`config.mk`:
```
export PLATFORM = sky130hd
export DESIGN_NAME = reg_access_ctrl_8088
export DESIGN_NICKNAME = d
export VERILOG_FILES = /design/src/rtl/reg_bank_8088_pkg.sv /design/src/rtl/reg_field_decoder_8088.sv /design/src/rtl/reg_access_ctrl_8088.sv
export SDC_FILE = /design/constraint.sdc
export NUM_CORES = 1
export LEC_CHECK = 0
export BUFFER_PORTS_ARGS = -buffer_cell sky130_fd_sc_hd__buf_4
export CAP_MARGIN = 15
export CORE_MARGIN = 5
export CORE_UTILIZATION = 40
export DETAILED_ROUTE_END_ITERATION = 6
export HOLD_SLACK_MARGIN = 0.03
export PLACE_DENSITY_LB_ADDON = 0.25
export SYNTH_ARGS = -nofsm -noshare
export SYNTH_HDL_FRONTEND = slang
export SYNTH_SLANG_ARGS = --single-unit
```
`constraint.sdc`:
```
create_clock -name clk -period 3.3 [get_ports clk]
set_clock_uncertainty 0.2 [all_clocks]
set_input_delay 0.33 -clock clk [delete_from_list [all_inputs] [get_ports clk]]
set_output_delay 0.33 -clock clk [all_outputs]
set_load 0.03 [all_outputs]
```
`src/rtl/reg_bank_8088_pkg.sv`:
```
// rtl/reg_bank_8088_pkg.sv - shared types, bank indices and byte-lane helper for the 8088 register access path
package reg_bank_8088_pkg;

  typedef enum logic [2:0] {
    ST_IDLE   = 3'd0,
    ST_READ   = 3'd1,
    ST_OPER   = 3'd2,
    ST_RESULT = 3'd3,
    ST_WRITE  = 3'd4
  } state_t;

  localparam logic [2:0] IDX_AX = 3'd0;
  localparam logic [2:0] IDX_BX = 3'd1;
  localparam logic [2:0] IDX_CX = 3'd2;
  localparam logic [2:0] IDX_DX = 3'd3;
  localparam logic [2:0] IDX_SP = 3'd4;
  localparam logic [2:0] IDX_BP = 3'd5;
  localparam logic [2:0] IDX_SI = 3'd6;
  localparam logic [2:0] IDX_DI = 3'd7;

  localparam logic SIZE_8  = 1'b0;
  localparam logic SIZE_16 = 1'b1;

  // Word operands pass through; byte operands take one lane and widen it.
  function automatic logic [15:0] lane_extend(input logic [15:0] d, input logic w,
                                              input logic hl, input logic sext);
    logic [7:0] b;
    b = hl ? d[15:8] : d[7:0];
    if (w) return d;
    return {(sext ? {8{b[7]}} : 8'h00), b};
  endfunction

endpackage

```
`src/rtl/reg_field_decoder_8088.sv`:
```
// rtl/reg_field_decoder_8088.sv - maps an 8088 {w, reg field} to bank index and high/low byte select
module reg_field_decoder_8088
  import reg_bank_8088_pkg::*;
(
  input  logic       i_w,
  input  logic [2:0] i_field,
  output logic [2:0] o_index,
  output logic       o_hl
);

  logic [2:0] w_low_idx;

  always_comb begin
    case (i_field[1:0])
      2'b00:   w_low_idx = IDX_AX;
      2'b01:   w_low_idx = IDX_CX;
      2'b10:   w_low_idx = IDX_DX;
      default: w_low_idx = IDX_BX;
    endcase
    // SP/BP/SI/DI fields already equal their bank index
    o_index = (i_w && i_field[2]) ? i_field : w_low_idx;
    o_hl    = ~i_w & i_field[2];
  end

endmodule

```
`src/rtl/reg_access_ctrl_8088.sv`:
```
// rtl/reg_access_ctrl_8088.sv - read/ALU/write-back sequencer for the 8088 register bank
module reg_access_ctrl_8088
  import reg_bank_8088_pkg::*;
#(
  parameter bit BYTE_SEXT = 1'b0
) (
  input  logic        clk,
  input  logic        reset,
  input  logic        i_req_valid,
  output logic        o_req_ready,
  input  logic        i_req_w,
  input  logic [2:0]  i_req_dst,
  input  logic [2:0]  i_req_src,
  input  logic        i_req_wb,
  output logic        o_op_valid,
  input  logic        i_op_ready,
  output logic [15:0] o_op_a,
  output logic [15:0] o_op_b,
  input  logic        i_res_valid,
  output logic        o_res_ready,
  input  logic [15:0] i_res_data,
  output logic        o_done,
  output logic        o_bank_en_write,
  output logic [2:0]  o_bank_reg_write,
  output logic [15:0] o_bank_write_data,
  output logic        o_bank_size,
  output logic        o_bank_sel_hl,
  output logic [2:0]  o_bank_reg_read1,
  output logic [2:0]  o_bank_reg_read2,
  input  logic [15:0] i_bank_read_data1,
  input  logic [15:0] i_bank_read_data2
);

  state_t      r_state, w_next;
  logic        r_w, r_wb, r_dst_hl, r_src_hl;
  logic [2:0]  r_dst_idx, r_src_idx;
  logic [15:0] r_op_a, r_op_b, r_write_data;
  logic [2:0]  r_reg_write;
  logic        r_size, r_sel_hl;
  logic [2:0]  w_dst_idx, w_src_idx;
  logic        w_dst_hl, w_src_hl;

  reg_field_decoder_8088 u_dec_dst (
    .i_w     (i_req_w),
    .i_field (i_req_dst),
    .o_index (w_dst_idx),
    .o_hl    (w_dst_hl)
  );

  reg_field_decoder_8088 u_dec_src (
    .i_w     (i_req_w),
    .i_field (i_req_src),
    .o_index (w_src_idx),
    .o_hl    (w_src_hl)
  );

  always_ff @(posedge clk or posedge reset) begin
    if (reset) begin
      r_state      <= ST_IDLE;
      r_w          <= 1'b0;
      r_wb         <= 1'b0;
      r_dst_hl     <= 1'b0;
      r_src_hl     <= 1'b0;
      r_dst_idx    <= 3'd0;
      r_src_idx    <= 3'd0;
      r_op_a       <= 16'h0000;
      r_op_b       <= 16'h0000;
      r_write_data <= 16'h0000;
      r_reg_write  <= 3'd0;
      r_size       <= 1'b0;
      r_sel_hl     <= 1'b0;
    end else begin
      r_state <= w_next;
      case (r_state)
        ST_IDLE: if (i_req_valid) begin
          r_w       <= i_req_w;
          r_wb      <= i_req_wb;
          r_dst_idx <= w_dst_idx;
          r_dst_hl  <= w_dst_hl;
          r_src_idx <= w_src_idx;
          r_src_hl  <= w_src_hl;
        end
        ST_READ: begin
          r_op_a <= lane_extend(i_bank_read_data1, r_w, r_dst_hl, BYTE_SEXT);
          r_op_b <= lane_extend(i_bank_read_data2, r_w, r_src_hl, BYTE_SEXT);
        end
        // Bank write fields are captured here so they hold after WRITE
        ST_RESULT: if (i_res_valid && r_wb) begin
          r_reg_write  <= r_dst_idx;
          r_size       <= r_w ? SIZE_16 : SIZE_8;
          r_sel_hl     <= r_dst_hl & ~r_w;
          r_write_data <= r_w ? i_res_data : {8'h00, i_res_data[7:0]};
        end
        default: ;
      endcase
    end
  end

  always_comb begin
    w_next          = r_state;
    o_req_ready     = 1'b0;
    o_op_valid      = 1'b0;
    o_res_ready     = 1'b0;
    o_done          = 1'b0;
    o_bank_en_write = 1'b0;
    case (r_state)
      ST_IDLE: begin
        o_req_ready = 1'b1;
        if (i_req_valid) w_next = ST_READ;
      end
      ST_READ: w_next = ST_OPER;
      ST_OPER: begin
        o_op_valid = 1'b1;
        if (i_op_ready) w_next = ST_RESULT;
      end
      ST_RESULT: begin
        o_res_ready = 1'b1;
        if (i_res_valid) begin
          w_next = r_wb ? ST_WRITE : ST_IDLE;
          o_done = ~r_wb;
        end
      end
      ST_WRITE: begin
        o_bank_en_write = 1'b1;
        o_done          = 1'b1;
        w_next          = ST_IDLE;
      end
      default: w_next = ST_IDLE;
    endcase
  end

  assign o_op_a            = r_op_a;
  assign o_op_b            = r_op_b;
  assign o_bank_reg_read1  = r_dst_idx;
  assign o_bank_reg_read2  = r_src_idx;
  assign o_bank_reg_write  = r_reg_write;
  assign o_bank_write_data = r_write_data;
  assign o_bank_size       = r_size;
  assign o_bank_sel_hl     = r_sel_hl;

endmodule

```
==> run summary, run 1 <==
Sw Ratio -> 0.442
Leakage -> 2.31 nW
GRT Resource Usage Total -> 0.163
post_cts resized -> 0
Routed Antenna Nets -> 0
wirelength, routed -> 7210 um
clock sink count -> 66
Fill cells -> 675
Core ar. -> 0.00714 mm^2
post-synth cell types -> 31
layout cells sized above 1 -> 0.394
die height -> 94.8 um
largest net degree at the start of global routing -> 49
internal power -> 2.32 mW
fmax -> 427 MHz
clk root buf -> clkbuf_8
critical path type -> flip-flop to flip-flop
Final setup viols -> 0
top-area cell type share of the netlist area -> 0.574
critical path required time -> 3.32 ns
footprint of the multi-input gates -> 0.00108 mm^2
H-tree levels -> 3
Max Root-Sink Buffers -> 2
HPWL after DPL -> 5240 um
clk slew on worst S/H paths -> 0.07 ns
reg2reg path depth -> 4
Fin Setup TNS -> 0 ns
final core occ -> 0.587
Initial Utilization -> 0.403
Remaining Overflow, GRT -> 0
vias -> 2343
Yosys reg bits -> 66
Mean Syn Cell Area -> 10.7 um^2
final hold vios -> 0
Synth Instances -> 269
Yosys warnings -> 0
global-route wire length before repair -> 11300 um
WP buf/inv -> 1
synth top area cells -> dfrtp_1 (57%), mux2i_1 (9.4%), nand2_1 (8.7%)
Initial DRC Count -> 78
IO Port Bufs -> 124
RSZ-0062 raised after global routing -> false
Crit path depth -> 4
nets@finish -> 468
Synth Net Count -> 330
MaxCap Viol Count -> 0
CP max-delay cell -> nand4_1
WHS Path Cells -> 3
ant diodes -> 0
# rows -> 31
Synth area leader -> dfrtp_1
status -> finished, final reports clean
Pwr Density -> 992 mW/mm^2
Logic pwr share -> 0.510
Post-Syn Area -> 0.00288 mm^2
fin crit period -> 2.34 ns
part of the cycle the worst path needs -> 0.709
HP Class -> input port to flip-flop
worst-margin pin slew -> 1.07 ns
register area share after synthesis -> 0.574
Die Area -> 0.00898 mm^2
antenna violations before repair -> 0
Clk pwr share -> 0.143
Slowest Stage Delay on Critical Path -> 0.58 ns
CTS buffer count -> 9
DRC -> 0
Routed WL per cell -> 14.1 um
Worst EP arrival -> 2.36 ns
kind of cell adding the most delay to the critical path -> simple AND/OR/NAND/NOR gates
DRT Pass-1 Iters -> 4
Worst IR Drop VDD -> 0.494 mV
P_sw -> 1.84 mW
Syn-to-layout area delta -> 45.8%
worst hold slack -> 0.0441 ns
Routability Congestion -> 0.771
vias in the first global route -> 2316
Reg power frac -> 0.348
relative slew slack -> 0.284
clock latency on the worst-skew pair -> 0.33 ns
Die X -> 94.8 um
CTS tree -> done
commonest non-fill, non-tap cell in the layout -> buf_4
max-slew violation count -> 0
FF/Latch Area -> 0.00165 mm^2
Worst Setup Start Kind -> flip-flop
worst path cell trace -> nor2b_1 -> nand4_1 -> buf_4 -> mux2_2
most frequent cells in the layout -> buf_4 (129), nand2_1 (67), dfrtp_1 (66)
critical path peak fanout -> 13
Via density -> 4.59
IO Count -> 125
Worst Setup End Kind -> flip-flop
-- cell type report --
class                      count  area share
multi-input combinational    174       0.257
timing repair buffer         145       0.269
clock inverter                 3     0.00358
sequential                    66       0.394
inverter                      11     0.00985
tap                           99      0.0296
clock buffer                  12      0.0370
-- registers in the layout, summed over array words and instances, names as in the netlist, 3 cells and up --
register / flops
o_bank_reg_write: 3
r_state: 3
o_op_b: 16
o_op_a: 16
o_bank_write_data: 16
o_bank_reg_read2: 3
o_bank_reg_read1: 3
-- path summary, 6_finish.rpt --
check / startpoint / to / slack (ns)
worst max-delay path: r_state[0] / o_bank_write_data[1] / 0.96
worst min-delay path: i_bank_read_data2[14] / o_op_b[14] / 0.04
worst max register to register: r_state[0] / o_bank_write_data[1] / 0.96
worst min register to register: o_op_b[10] / o_op_b[10] / 0.26
max in group asynchronous: reset / o_op_b[11] / 1.86
min in group asynchronous: reset / o_op_b[10] / 0.34
-- worst reg2reg max path: stages, from the launching register on --
cell     delay [ns]
dfrtp_1        0.48
nor2b_1        0.24
nand4_1        0.58
buf_4          0.44
mux2_2         0.29
-- cells in the mapped netlist --
cell type / n
nand2_1: 67
nor2_1: 1
buf_2: 9
dfrtp_1: 66
clkbuf_8: 1
or4b_4: 1
buf_1: 1
mux2i_1: 27
o21bai_1: 1
nor3b_1: 1
clkbuf_1: 3
nor3b_2: 1
nor3_1: 2
xnor2_1: 2
a21oi_1: 1
nand4_1: 1
buf_6: 2
or3b_1: 1
and2b_1: 1
and3_1: 1
a21boi_0: 2
mux2_2: 12
and2_1: 2
o21ai_2: 2
mux2_4: 2
inv_1: 11
clkbuf_2: 2
nand2b_1: 4
o21ai_0: 23
nor2b_1: 2
nand3_1: 17
-- routing by layer --
layer	track usage	vias up	wire (um)
met2	0.267	71	3540
met5	0	-	0
met4	0.0733	0	98
met1	0.204	1101	3150
met3	0.0406	10	428
li1	-	1161	-
-- stage by stage --
step	area, um^2	power (mW)	std cells	worst slack [ns]
detailed placement	3860	3.59	479	0.958
finish	4190	4.16	510	0.960
global route	4190	4.43	510	0.802
CTS	4190	4.21	510	0.945
global placement	3860	3.55	479	1.06
floorplan	2880	2.79	269	1.12
-- cells by family (layout without fill, tap and decap cells) --
| kind of cell | after synthesis | in the layout | synth area share |
|---|---|---|---|
| mux | 41 | 41 | 0.151 |
| xor+xnor | 2 | 2 | 0.00609 |
| flops | 66 | 66 | 0.574 |
| simple gates | 102 | 102 | 0.161 |
| compound gates | 29 | 29 | 0.0557 |
| buf+inv | 29 | 171 | 0.0513 |
-- power groups by stage --
stage	Clock, mW	Combinational (mW)	Sequential, mW
3_3_place_gp	0	2.10	1.45
3_5_place_dp	0	2.13	1.46
2_1_floorplan	0	0.741	2.05
5_1_grt	0.644	2.28	1.50
6_report	0.593	2.12	1.45
4_1_cts	0.608	2.15	1.45
-- timing repair --
item	4_1_cts	5_1_grt
endpoints found under the hold margin	31	0
setup endpoints to repair	0	0
setup buffers	0	0
hold buffers	16	0
Note: power is estimated with default switching activity, not from simulation.
==> run 2: changes to the inputs <==
- clock period: 3.3 -> 2.4 ns (I/O delays scaled with it)
==> run 2 against run 1 <==
  * Cell count increased by 8.8%
  * Core utilization increased by 6.8 points
  * Clock power is 58% higher
  * Critical path depth is the same
  * Via count grew 7.1%
  * Routed wire length grew 11%
  * Largest cell class unchanged
  * Highest routed layer unchanged
==> run summary, run 2 (synthesis gave the netlist of run 1 again) <==
status -> finished, final reports clean
HPWL after DPL -> 5220 um
critical path peak fanout -> 11
largest net degree at the start of global routing -> 49
wirelength, routed -> 8040 um
Initial Utilization -> 0.403
IO Count -> 125
P_sw -> 2.60 mW
Clk pwr share -> 0.158
vias -> 2510
CTS tree -> done
post_cts resized -> 0
die height -> 94.8 um
Initial DRC Count -> 82
clk root buf -> clkbuf_8
fmax -> 519 MHz
# hold bufs at CTS -> 59
ant diodes -> 0
H-tree levels -> 3
final hold vios -> 0
internal power -> 3.33 mW
commonest non-fill, non-tap cell in the layout -> buf_4
MaxCap Viol Count -> 0
# rows -> 31
Worst Setup End Kind -> output pin
Routed Antenna Nets -> 0
Worst Setup Start Kind -> flip-flop
critical path required time -> 1.96 ns
HP Class -> input port to flip-flop
Core ar. -> 0.00714 mm^2
max-slew violation count -> 0
Fin Setup TNS -> 0 ns
RSZ-0062 raised after global routing -> false
vias in the first global route -> 2659
worst-margin pin slew -> 0.682 ns
hold_sp -> i_bank_read_data2[4]
Die Area -> 0.00898 mm^2
Remaining Overflow, GRT -> 0
most frequent cells in the layout -> buf_4 (129), nand2_1 (67), dfrtp_1 (66)
layout cells sized above 1 -> 0.362
IO Port Bufs -> 124
Die X -> 94.8 um
Slowest Stage Delay on Critical Path -> 0.48 ns
Worst IR Drop VDD -> 0.754 mV
GRT Resource Usage Total -> 0.185
Sw Ratio -> 0.438
kind of cell adding the most delay to the critical path -> flip-flops
Routability Congestion -> 0.793
Logic pwr share -> 0.513
CTS buffer count -> 9
worst path cell trace -> nor2_1 -> and2_1 -> o21bai_1 -> buf_4
clock sink count -> 66
relative slew slack -> 0.545
nets@finish -> 512
Max Root-Sink Buffers -> 2
clock latency on the worst-skew pair -> 0.33 ns
DRT Pass-1 Iters -> 4
Via density -> 4.52
R2R Path Start -> r_state[0]
CP max-delay cell -> dfrtp_1
final core occ -> 0.655
Worst EP arrival -> 1.49 ns
Fill cells -> 585
Routed WL per cell -> 14.5 um
Reg power frac -> 0.330
part of the cycle the worst path needs -> 0.803
Leakage -> 2.50 nW
DRC -> 0
fin crit period -> 1.93 ns
antenna violations before repair -> 0
Final setup viols -> 0
Syn-to-layout area delta -> 62.6%
Setup crit start -> r_state[1]
WP buf/inv -> 1
critical path type -> flip-flop to output pin
post-CTS setup buffers -> 0
global-route wire length before repair -> 12800 um
clk slew on worst S/H paths -> 0.07 ns
Pwr Density -> 1270 mW/mm^2
==> run 2: worst reg2reg max path: stages (launching register included) <==
cell     delay [ns]
dfrtp_1        0.46
nor2b_1        0.19
nand4_1        0.17
buf_4          0.33
mux2_2         0.38
==> run 2: power groups by stage <==
stage	Combinational [mW]	Clock (mW)	Sequential [mW]
after floorplan	1.02	0	2.82
after global placement	2.94	0	1.96
after detailed placement	2.99	0	1.97
after CTS	3.07	0.959	1.95
after global routing	3.26	1.01	2.02
final	3.04	0.935	1.95
==> run 2: worst paths after layout <==
check | endpoint | slack [ns] | cells after the start
max | o_done | 0.47 | 4
min | o_op_b[4] | 0.05 | 3
max reg2reg | o_bank_write_data[2] | 0.56 | 4
min reg2reg | o_op_b[9] | 0.27 | 2
max in group asynchronous | r_state[2] | 1.14 | 4
min in group asynchronous | o_op_b[2] | 0.30 | 3
==> run 2: metal layers <==
metal	GRT usage	routed length, um
met4	0.0853	146
met3	0.0327	431
met1	0.224	3300
met5	0	0
met2	0.321	4160
==> run 2: layout make-up <==
class                      count  area (um^2)  share of cell area
clock buffer                  10          138              0.0294
clock inverter                 6         66.3              0.0142
inverter                      11         41.3             0.00883
multi-input combinational    174         1080               0.230
sequential                    66         1650               0.353
tap                           99          124              0.0265
timing repair buffer         189         1580               0.338
==> run 2: stage by stage <==
step	setup WS (ns)	hold slack, ns	std cells	power (mW)	cell area (um^2)
after floorplan	0.305	0.175	269	3.83	2880
after global placement	0.598	0.108	480	4.90	3880
after detailed placement	0.567	0.108	480	4.96	3880
after CTS	0.452	0.0381	555	5.98	4680
after global routing	0.328	0.0495	555	6.30	4680
final	0.473	0.0519	555	5.93	4680
==> run 3: changes to the inputs <==
- ABC_AREA: default -> 1
- clock period: 2.4 -> 2 ns (I/O delays scaled with it)
==> run 3 against run 2 <==
  * Synthesized cell count grew 29%
  * Non-clock buffer count grew 3
  * Hold slack lost 0.015 ns
  * Final area grew 3.6%
  * Highest routed layer unchanged
  * Clock power grew 36%
  * Worst setup slack lost 0.39 ns
  * Critical path type is now flip-flop to flip-flop
==> run summary, run 3 <==
IO Count -> 125
post-synth cell types -> 24
max-slew violation count -> 0
Routed WL per cell -> 13.2 um
register area share after synthesis -> 0.568
IO Port Bufs -> 124
HPWL after DPL -> 5220 um
Yosys reg bits -> 66
Initial Utilization -> 0.405
commonest non-fill, non-tap cell in the layout -> nand2_1
PnR worst setup slack -> 0.0800 ns
# rows -> 31
R2R Path Start -> r_state[1]
placed insts -> 557
commonest cells in the netlist -> nand2_1 (157), dfrtp_1 (66), o21ai_0 (39)
Top FF cell, synth -> dfrtp_1
Mean Syn Cell Area -> 8.41 um^2
wirelength, routed -> 8430 um
vias -> 2880
Pwr Density -> 1610 mW/mm^2
Slowest Stage Delay on Critical Path -> 0.56 ns
WP buf/inv -> 4
Initial DRC Count -> 110
Die Area -> 0.00908 mm^2
clk slew on worst S/H paths -> 0.08 ns
top-area cell type share of the netlist area -> 0.568
Worst Setup End Kind -> flip-flop
critical path type -> flip-flop to flip-flop
Worst Setup Start Kind -> flip-flop
Routability Congestion -> 0.769
fin cells -> 638
worst path cell trace -> inv_2 -> nand3_4 -> buf_12 -> clkbuf_16 -> nand2_1 -> nand2_1 -> dlygate4sd3_1
antenna violations before repair -> 0
most frequent cell after synthesis -> nand2_1
global-route wire length before repair -> 12700 um
HP Class -> input port to flip-flop
fmax -> 521 MHz
Post-synth EDFFs -> 0
hold_sp -> i_bank_read_data1[4]
GRT Resource Usage Total -> 0.181
part of the cycle the worst path needs -> 0.960
Worst EP arrival -> 1.94 ns
Worst IR Drop VDD -> 0.815 mV
H-tree levels -> 3
Die X -> 95.3 um
Synth Net Count -> 407
Remaining Overflow, GRT -> 0
reg2reg path depth -> 7
Synth Instances -> 346
Fill cells -> 572
fin crit period -> 1.92 ns
post-place setup slack -> 0.451 ns
synth top area cells -> dfrtp_1 (57%), nand2_1 (20%), o21ai_0 (6.7%)
Leakage -> 2.65 nW
Via density -> 4.51
final hold vios -> 0
clock sink count -> 66
WHS Path Cells -> 5
MaxCap Viol Count -> 0
kind of cell adding the most delay to the critical path -> buffers and inverters
CTS tree -> done
Hold Path End -> o_op_a[4]
Post-Syn Area -> 0.00291 mm^2
Core ar. -> 0.00718 mm^2
clk root buf -> clkbuf_8
worst-margin pin slew -> 0.351 ns
status -> finished, final reports clean
vias in the first global route -> 2736
critical path required time -> 2.02 ns
nets@finish -> 595
CP most frequent cell -> nand2_1
DRT Pass-1 Iters -> 4
largest net degree at the start of global routing -> 67
Syn-to-layout area delta -> 66.5%
CTS buffer count -> 9
Synth area leader -> dfrtp_1
ys async rst share -> 1.00
ant diodes -> 0
most frequent cells in the layout -> nand2_1 (157), buf_4 (130), dfrtp_1 (65)
Final setup viols -> 0
Yosys warnings -> 0
R2R setup slack -> 0.08 ns
relative slew slack -> 0.766
FF-to-FF End -> o_op_b[5]
critical path peak fanout -> 8
CP max-delay cell -> dlygate4sd3_1
die height -> 95.3 um
Max Root-Sink Buffers -> 2
clock latency on the worst-skew pair -> 0.33 ns
Routed Antenna Nets -> 0
layout cells sized above 1 -> 0.315
DRC -> 0
[run 3: cell count changes after synthesis, sizes merged, moves of 14 or more]
cell,previous run,this run
o21ai,25,41
mux2i,27,0
mux2,14,0
nand2,67,161
a21oi,1,17
inv,11,30
[run 3: report_power, final]
part,switching (mW),internal (mW)
Clock,0.533,0.738
Sequential,0.395,1.95
Combinational,2.49,1.71
[run 3: layout make-up]
cell class / instances / area [um^2] / area share
Clock buffer: 10 / 138 / 0.0284
Clock inverter: 6 / 88.8 / 0.0183
Inverter: 31 / 124 / 0.0256
Multi-Input combinational cell: 234 / 1050 / 0.216
Sequential cell: 66 / 1650 / 0.341
Tap cell: 99 / 124 / 0.0256
Timing Repair Buffer: 192 / 1670 / 0.345
[run 3: stage by stage]
stage | area (um^2) | setup TNS (ns) | total power, mW | hold slack (ns) | utilization
after CTS | 4690 | 0 | 7.50 | 0.0358 | 0.654
after floorplan | 2910 | 0 | 4.69 | 0.110 | -
after detailed placement | 3910 | 0 | 6.01 | 0.131 | 0.544
after global placement | 3910 | 0 | 5.95 | 0.121 | 0.544
after global routing | 4840 | -0.00869 | 8.31 | 0.0491 | 0.675
final | 4840 | 0 | 7.81 | 0.0368 | 0.675
[run 3: worst max path at each step]
stage	startpoint	endpoint	cells past startpoint
2_1_floorplan	r_state[0]	o_done	2
3_3_place_gp	r_state[0]	o_bank_write_data[4]	6
3_5_place_dp	r_state[0]	o_bank_write_data[4]	6
4_1_cts	r_state[1]	o_op_b[7]	7
5_1_grt	r_state[1]	o_op_b[5]	7
6_report	r_state[1]	o_op_b[5]	7
[run 3: cell families (layout without fill, tap and decap cells)]
group	Yosys count	count (layout)	synth area share
AO/OA/AOI/OAI	58	58	0.102
XOR/XNOR	2	2	0.00602
buffers and inverters	46	239	0.0787
flip-flops	66	66	0.568
AND/OR/NAND/NOR	174	174	0.245
[run 3: worst min-delay path, delay by kind of cell]
| family | cells | cell delay (ns) |
|---|---|---|
| and+or+nand+nor | 1 | 0.05 |
| AOI/OAI and AO/OA | 2 | 0.12 |
| buffers and inverters | 2 | 0.16 |
[run 3: per-layer routing]
layer	part of all wire	track usage	up-vias
met1	0.42	0.222	1314
met5	0	0	-
met3	0.074	0.0505	13
li1	-	-	1449
met4	0.014	0.0697	0
met2	0.49	0.302	104
[run 3: repair_timing]
| item | 4_1_cts | 5_1_grt |
|---|---|---|
| hold buffers | 56 | 0 |
| setup endpoints to repair | 0 | 8 |
| resized for setup | 0 | 6 |
| hold endpoints to repair | 125 | 0 |
| buffers inserted | 0 | 6 |
